$ cat src/rtl/dlf_pi_gear_if.sv
// Sample/result bundle for the gear-shifting PI loop filter.
// Handshake: the source presents err_in with err_valid high for one cycle per sample.
// There is no ready signal and no backpressure. The filter either consumes the sample
// on that edge, or drops it while in holdover. out_valid pulses once for each consumed
// sample, in the same cycle that dlf_out and dlf_int take their new values.
interface dlf_pi_gear_if #(
  parameter int ERR_W = 20,
  parameter int INT_W = 29,
  parameter int OUT_W = 16
);
  logic signed [ERR_W-1:0] err_in;
  logic                    err_valid;
  logic        [OUT_W-1:0] dlf_out;
  logic                    out_valid;
  logic signed [INT_W-1:0] dlf_int;
  logic        [1:0]       gear;
  logic                    locked;

  modport master (output err_in, err_valid,
                  input  dlf_out, out_valid, dlf_int, gear, locked);
  modport slave  (input  err_in, err_valid,
                  output dlf_out, out_valid, dlf_int, gear, locked);
endinterface

$ cat src/rtl/dlf_pi_gear.sv
// Digital PI loop filter for a DCO.
// It has an acquire/track gear shift driven by a lock counter, plus a holdover mode.
module dlf_pi_gear #(
  parameter int ERR_W    = 20,
  parameter int INT_W    = 29,
  parameter int K_W      = 11,
  parameter int OUT_W    = 16,
  parameter int LOCK_CNT = 64
) (
  input  logic             clk,
  input  logic             rst,
  dlf_pi_gear_if.slave     s,
  input  logic             hold,
  input  logic [3:0]       beta_acq,
  input  logic [3:0]       beta_trk,
  input  logic [K_W-1:0]   k_acq,
  input  logic [K_W-1:0]   k_trk,
  input  logic [ERR_W-1:0] lock_thr,
  input  logic [OUT_W-1:0] bias
);
  localparam int SW   = INT_W + 1;
  localparam int PW   = SW + K_W + 1;
  localparam int FRAC = 16;
  localparam int TW   = ((PW > OUT_W) ? PW : OUT_W) + 1;
  localparam int CW   = $clog2(LOCK_CNT + 1);

  localparam logic signed [INT_W-1:0] INT_MAX = {1'b0, {(INT_W-1){1'b1}}};
  localparam logic signed [INT_W-1:0] INT_MIN = {1'b1, {(INT_W-1){1'b0}}};
  localparam logic [PW-1:0]           HALF    = PW'(1) << (FRAC - 1);

  typedef enum logic [1:0] {ACQ = 2'd0, TRK = 2'd1, HOLD = 2'd2} gear_t;

  gear_t                   state;
  logic [CW-1:0]           cnt;
  logic signed [INT_W-1:0] int_q;
  logic [OUT_W-1:0]        out_q;
  logic                    valid_q;
  logic                    locked_q;

  logic signed [INT_W-1:0] err_ext;
  logic signed [SW-1:0]    sum_i;
  logic signed [INT_W-1:0] int_new;
  logic [3:0]              beta_sel;
  logic [K_W-1:0]          k_sel;
  logic signed [INT_W-1:0] shifted;
  logic signed [SW-1:0]    s_sum;
  logic signed [K_W:0]     k_ext;
  logic signed [PW-1:0]    prod;
  logic                    neg;
  logic [PW-1:0]           mag;
  logic [PW-1:0]           rnd;
  logic signed [PW-1:0]    p_int;
  logic signed [TW-1:0]    bias_ext;
  logic signed [TW-1:0]    tot;
  logic [OUT_W-1:0]        out_sat;
  logic [ERR_W-1:0]        abs_err;
  logic                    in_thr;
  logic                    over2;
  logic [CW-1:0]           cnt_inc;

  assign err_ext = INT_W'(s.err_in);
  assign sum_i   = SW'(int_q) + SW'(err_ext);

  // Integrator saturates rather than wraps; overflow shows as a mismatch of the two top bits.
  always_comb begin
    int_new = sum_i[INT_W-1:0];
    if (sum_i[INT_W] != sum_i[INT_W-1])
      int_new = sum_i[INT_W] ? INT_MIN : INT_MAX;
  end

  assign beta_sel = (state == TRK) ? beta_trk : beta_acq;
  assign k_sel    = (state == TRK) ? k_trk : k_acq;
  assign shifted  = int_new >>> beta_sel;
  assign s_sum    = SW'(err_ext) + SW'(shifted);
  assign k_ext    = signed'({1'b0, k_sel});
  assign prod     = PW'(s_sum) * PW'(k_ext);

  // Round half away from zero: round the magnitude, then restore the sign.
  assign neg   = prod[PW-1];
  assign mag   = neg ? PW'(-prod) : PW'(prod);
  assign rnd   = (mag + HALF) >> FRAC;
  assign p_int = neg ? -signed'(rnd) : signed'(rnd);

  assign bias_ext = TW'(bias);
  assign tot      = TW'(p_int) + bias_ext;

  always_comb begin
    out_sat = tot[OUT_W-1:0];
    if (tot[TW-1])
      out_sat = '0;
    else if (|tot[TW-2:OUT_W])
      out_sat = '1;
  end

  // The most negative code has magnitude 2^(ERR_W-1), which still fits unsigned in ERR_W bits.
  assign abs_err = s.err_in[ERR_W-1] ? ERR_W'(-s.err_in) : ERR_W'(s.err_in);
  assign in_thr  = (abs_err <= lock_thr);
  assign over2   = ({1'b0, abs_err} > {lock_thr, 1'b0});
  assign cnt_inc = cnt + CW'(1);

  always_ff @(posedge clk or posedge rst) begin
    if (rst) begin
      state    <= ACQ;
      cnt      <= '0;
      int_q    <= '0;
      out_q    <= '0;
      valid_q  <= 1'b0;
      locked_q <= 1'b0;
    end else begin
      valid_q <= 1'b0;
      if (hold) begin
        state    <= HOLD;
        locked_q <= 1'b0;
      end else if (state == HOLD) begin
        state <= ACQ;
        cnt   <= '0;
      end else if (s.err_valid) begin
        int_q   <= int_new;
        out_q   <= out_sat;
        valid_q <= 1'b1;
        if (state == ACQ) begin
          if (!in_thr) begin
            cnt <= '0;
          end else if (cnt_inc == CW'(LOCK_CNT)) begin
            state    <= TRK;
            locked_q <= 1'b1;
            cnt      <= '0;
          end else begin
            cnt <= cnt_inc;
          end
        end else if (over2) begin
          state    <= ACQ;
          locked_q <= 1'b0;
          cnt      <= '0;
        end
      end
    end
  end

  assign s.dlf_out   = out_q;
  assign s.out_valid = valid_q;
  assign s.dlf_int   = int_q;
  assign s.gear      = state;
  assign s.locked    = locked_q;
endmodule

$ cat src/flat_wrapper.sv
// flat-port wrapper written by rule: the top's interface ports become plain ports
module dlf_pi_gear_flat 
#(
  parameter int ERR_W    = 20,
  parameter int INT_W    = 29,
  parameter int K_W      = 11,
  parameter int OUT_W    = 16,
  parameter int LOCK_CNT = 64
)
  (clk, rst, hold, beta_acq, beta_trk, k_acq, k_trk, lock_thr, bias, s_err_in, s_err_valid, s_dlf_out, s_out_valid, s_dlf_int, s_gear, s_locked);
  dlf_pi_gear_if #(.ERR_W(ERR_W), .INT_W(INT_W), .OUT_W(OUT_W)) s_i ();
  input  logic clk;
  input  logic rst;
  input  logic hold;
  input  logic [3:0] beta_acq;
  input  logic [3:0] beta_trk;
  input  logic [K_W-1:0] k_acq;
  input  logic [K_W-1:0] k_trk;
  input  logic [ERR_W-1:0] lock_thr;
  input  logic [OUT_W-1:0] bias;
  input wire logic [$bits(s_i.err_in)-1:0] s_err_in;
  input wire logic [$bits(s_i.err_valid)-1:0] s_err_valid;
  output wire logic [$bits(s_i.dlf_out)-1:0] s_dlf_out;
  output wire logic [$bits(s_i.out_valid)-1:0] s_out_valid;
  output wire logic [$bits(s_i.dlf_int)-1:0] s_dlf_int;
  output wire logic [$bits(s_i.gear)-1:0] s_gear;
  output wire logic [$bits(s_i.locked)-1:0] s_locked;
  assign s_i.err_in = s_err_in;
  assign s_i.err_valid = s_err_valid;
  assign s_dlf_out = s_i.dlf_out;
  assign s_out_valid = s_i.out_valid;
  assign s_dlf_int = s_i.dlf_int;
  assign s_gear = s_i.gear;
  assign s_locked = s_i.locked;
  dlf_pi_gear #(.ERR_W(ERR_W), .INT_W(INT_W), .K_W(K_W), .OUT_W(OUT_W), .LOCK_CNT(LOCK_CNT)) u_core (.clk(clk), .rst(rst), .s(s_i), .hold(hold), .beta_acq(beta_acq), .beta_trk(beta_trk), .k_acq(k_acq), .k_trk(k_trk), .lock_thr(lock_thr), .bias(bias));
endmodule
$ cat config.mk
export PLATFORM = sky130hd
export DESIGN_NAME = dlf_pi_gear_flat
export DESIGN_NICKNAME = d
export VERILOG_FILES = /design/src/rtl/dlf_pi_gear_if.sv /design/src/rtl/dlf_pi_gear.sv /design/src/flat_wrapper.sv
export SDC_FILE = /design/constraint.sdc
export NUM_CORES = 1
export LEC_CHECK = 0
export ABC_AREA = 0
export CORE_ASPECT_RATIO = 1.75
export CORE_MARGIN = 1
export CORE_UTILIZATION = 60
export DETAILED_ROUTE_END_ITERATION = 12
export PLACE_DENSITY = 0.8
export SETUP_SLACK_MARGIN = 0.05
export SLEW_MARGIN = 30
export SYNTH_ARGS = -nofsm -noshare
export SYNTH_HDL_FRONTEND = slang
export SYNTH_SLANG_ARGS = --single-unit
$ cat constraint.sdc
create_clock -name clk -period 23.5 [get_ports clk]
set_clock_uncertainty 0.2 [all_clocks]
set_input_delay 4.7 -clock clk [delete_from_list [all_inputs] [get_ports clk]]
set_output_delay 4.7 -clock clk [all_outputs]
set_load 0.02 [all_outputs]
==> metrics.md <==
| Metric | Value |
|---|---|
| Max-cap violations | 0 |
| Outcome | complete, but fails checks |
| Synth top cells by count | 410 x nand2_1, 355 x inv_1, 290 x fa_1 |
| Worst-Margin Slew | 1.06 ns |
| CP endpoint kind | register |
| Cell with the most instances on the worst path | o21bai_1 |
| Synth Register Bits | 56 |
| CTS buffer count | 5 |
| Final Cycle Share | 1.00 |
| WL/cell | between 20 and 25 um |
| Final hold viol count | 0 |
| Layout cells sized above 1 | 0.190 |
| Chip Width | between 150 and 200 um |
| Crit path max-delay family | compound AO/OA/AOI/OAI gates |
| Core Region | 0.0384 mm2 |
| Stages on worst setup path | 100 |
| Post-route ant nets | 0 |
| Initial antenna violation count | 1 |
| CTS root buf | clkbuf_16 |
| Final setup vio count | 8 |
| Max incr delay on CP | 0.55 ns |
| N_diodes | 0 |
| Nets | 4,035 |
| Cell variety after synth | 96 |
| DR pass1 iterations | 6 |
| Syn Nets | ~3,600 |
| Synth area leaders | fa_1 25%, ha_1 11%, nand2_1 6.6%, dfrtp_1 6.0%, inv_1 5.7% |
| CP Buf/Inv Count | 15 |
| Setup ws final | -0.0258 ns |
| Total Routed Length | 83,500 um |
| Fillers | between 2,000 and 3,000 |
| Row cnt | 95 |
| Worst-skew pair later-pin latency | 0.33 ns |
| Via count | between 20,000 and 25,000 |
| Critical Path Source Type | primary input |
| Worst EP arrival | roughly 24 ns |
| CTS tree | done |
| RSZ-0062 raised after global routing | yes |
| Total Routing Usage GR | 0.421 |
| Worst R2R Path Depth | 99 |
| Vias per cell | 6.30 |
| Sequential-to-total area share from yosys stat | 0.0599 |
| Chip Height | 263 um |
| Fmax | 0.0425 GHz |
| HPWL Detailed | 66,100 um |
| Vias in the first global route | 26,100 |
| Crit Path Max Fanout | 9 |
| Synthesized area | 0.0234 mm2 |
| Area grow syn2layout | 25.2% |
| CP max-delay cell | fa_1 |
| Top_reg_cell synth | dfrtp_1 |
| Max Root-Sink Buffers | 2 |
| Finished Layout Cells | 3,930 |
| Initial Util | 0.610 |
| Synth area leader | fa_1 |
| Slew Viols, Final | 0 |
| Final min period | 23.53 ns |
| GP Congestion | 1.00 |
| Most numerous cell in the Yosys netlist | nand2_1 |
| Hold Buf Count CTS | 0 |
| Yosys warns | 0 |
| GR Overflow Total | 0 |
| Mean Syn Cell Area | slightly below 8 um2 |
| Tightest Hold Check Type | reg2reg |
| Final design utilization | 0.763 |
| Max_slew headroom | 0.276 |
| Die area | 0.0398 mm2 |
| Clk sinks | 56 |
| Failing checks | negative setup slack |
| IO Count | 139 |
| Crit path kind | in2reg |
| Remaining routing DRC violations | 0 |
| Largest net degree at the start of global routing | 67 |
| Placed cells | 3,871 |
| Clock-pin transition on the worst setup and hold timing paths | 0.10 ns |
| PortBufs | 138 |
| H-Tree Depth | 2 |
| Synth Instances | 3,011 |
| Drt initial violations | 1,469 |
| Ys async rst share | 1.00 |
| Synth top area share | 0.248 |
| First-pass GRT wire length | around 130,000 um |
| EDFF count, synth | 0 |
| Hold depth | 2 |
| CP required | between 20 and 25 ns |
-- through the flow --
| stage | instance area, um2 | hold slack, ns | setup WS (ns) | setup TNS (ns) |
|---|---|---|---|---|
| floorplan | 23600 | 0.280 | 0.143 | 0 |
| global placement | 27900 | 0.284 | -0.329 | -5.21 |
| detailed placement | 27900 | 0.294 | -0.796 | -12.24 |
| CTS | 28400 | 0.316 | 0.0550 | 0 |
| global route | 29300 | 0.337 | -0.867 | -13.22 |
| finish | 29300 | 0.309 | -0.0258 | -0.136 |
-- area by class of cell --
type,instances,area (um2),area share
multi-input combinational,2450,21000,0.716
timing repair buffer,575,4820,0.164
sequential,56,1400,0.0478
inverter,356,1340,0.0457
tap,485,607,0.0207
clock buffer,5,125,0.00427
clock inverter,3,27.5,0.000940
-- final timing paths --
path | from | endpoint | slack (ns)
worst max-delay path | s_err_in[0] | u_core.s.dlf_out[10]$_DFFE_PP0P_ | -0.03
max in group asynchronous | rst | u_core.s.dlf_int[0]$_DFFE_PP0P_ | 17.84
worst max register to register | u_core.s.dlf_int[0]$_DFFE_PP0P_ | u_core.s.dlf_out[10]$_DFFE_PP0P_ | 3.78
worst min-delay path | u_core.s.dlf_int[19]$_DFFE_PP0P_ | u_core.s.dlf_int[19]$_DFFE_PP0P_ | 0.31
min in group asynchronous | rst | u_core.s.dlf_int[26]$_DFFE_PP0P_ | 4.73
worst min register to register | u_core.s.dlf_int[19]$_DFFE_PP0P_ | u_core.s.dlf_int[19]$_DFFE_PP0P_ | 0.31
-- what timing repair did --
| item | in CTS | in global routing |
|---|---|---|
| buffers inserted | 14 | 35 |
| pin swaps | 14 | 147 |
| cloned | 1 | 1 |
| gates resized for setup | 37 | 128 |
| endpoints found under the setup margin | 16 | 16 |
-- kinds of logic after synthesis --
logic type	synth area share
buffers and inverters	0.0819
and+or+nand+nor	0.214
AOI/OAI and AO/OA	0.192
xor gates and xnor gates	0.0601
DFF	0.0599
muxes	0.0305
adders and majority gates	0.361
-- placed cells by master, fill, tap and decap left out, types with 21 or more instances in the layout --
cell type        instances
a21o_1                  51
a21oi_1                134
a21oi_2                 24
a31oi_1                 43
and2_1                  40
and3_1                  21
buf_4                  420
clkdlybuf4s50_1        134
dfrtp_1                 56
fa_1                   282
ha_1                   198
inv_1                  345
mux2i_1                 43
nand2_1                403
nand2b_1                26
nand3_1                 61
nand4_1                 27
nor2_1                 198
nor2b_1                 62
nor3_1                  62
nor4_1                  30
o21a_1                  23
o21ai_0                118
o21bai_1                30
o31ai_1                 22
xnor2_1                101
xor2_1                  41
-- per-layer routing --
metal	track usage	part of all wire	up-vias
met5	0	0	-
met4	0.374	0.10	0
met3	0.0638	0.061	510
met2	0.765	0.52	1234
li1	-	-	11200
met1	0.395	0.31	11900
-- sequential cells by signal (all words and copies together) (netlist names) --
register            flops
u_core.cnt              7
u_core.s.dlf_int       29
u_core.s.dlf_out       16
u_core.s.gear           2
u_core.s.locked         1
u_core.s.out_valid      1
-- worst register-to-register path: cells and delay by family (launching register included) --
family	cells	cell delay [ns]
flops	1	0.56
compound gates	47	7.88
mux	2	0.34
xor+xnor	6	0.99
simple gates	17	2.84
buf+inv	14	1.94
fa+ha+maj	13	4.86
Power is not shown: default switching activity piles up to over one toggle a cycle in this logic, so the estimate is an artifact.
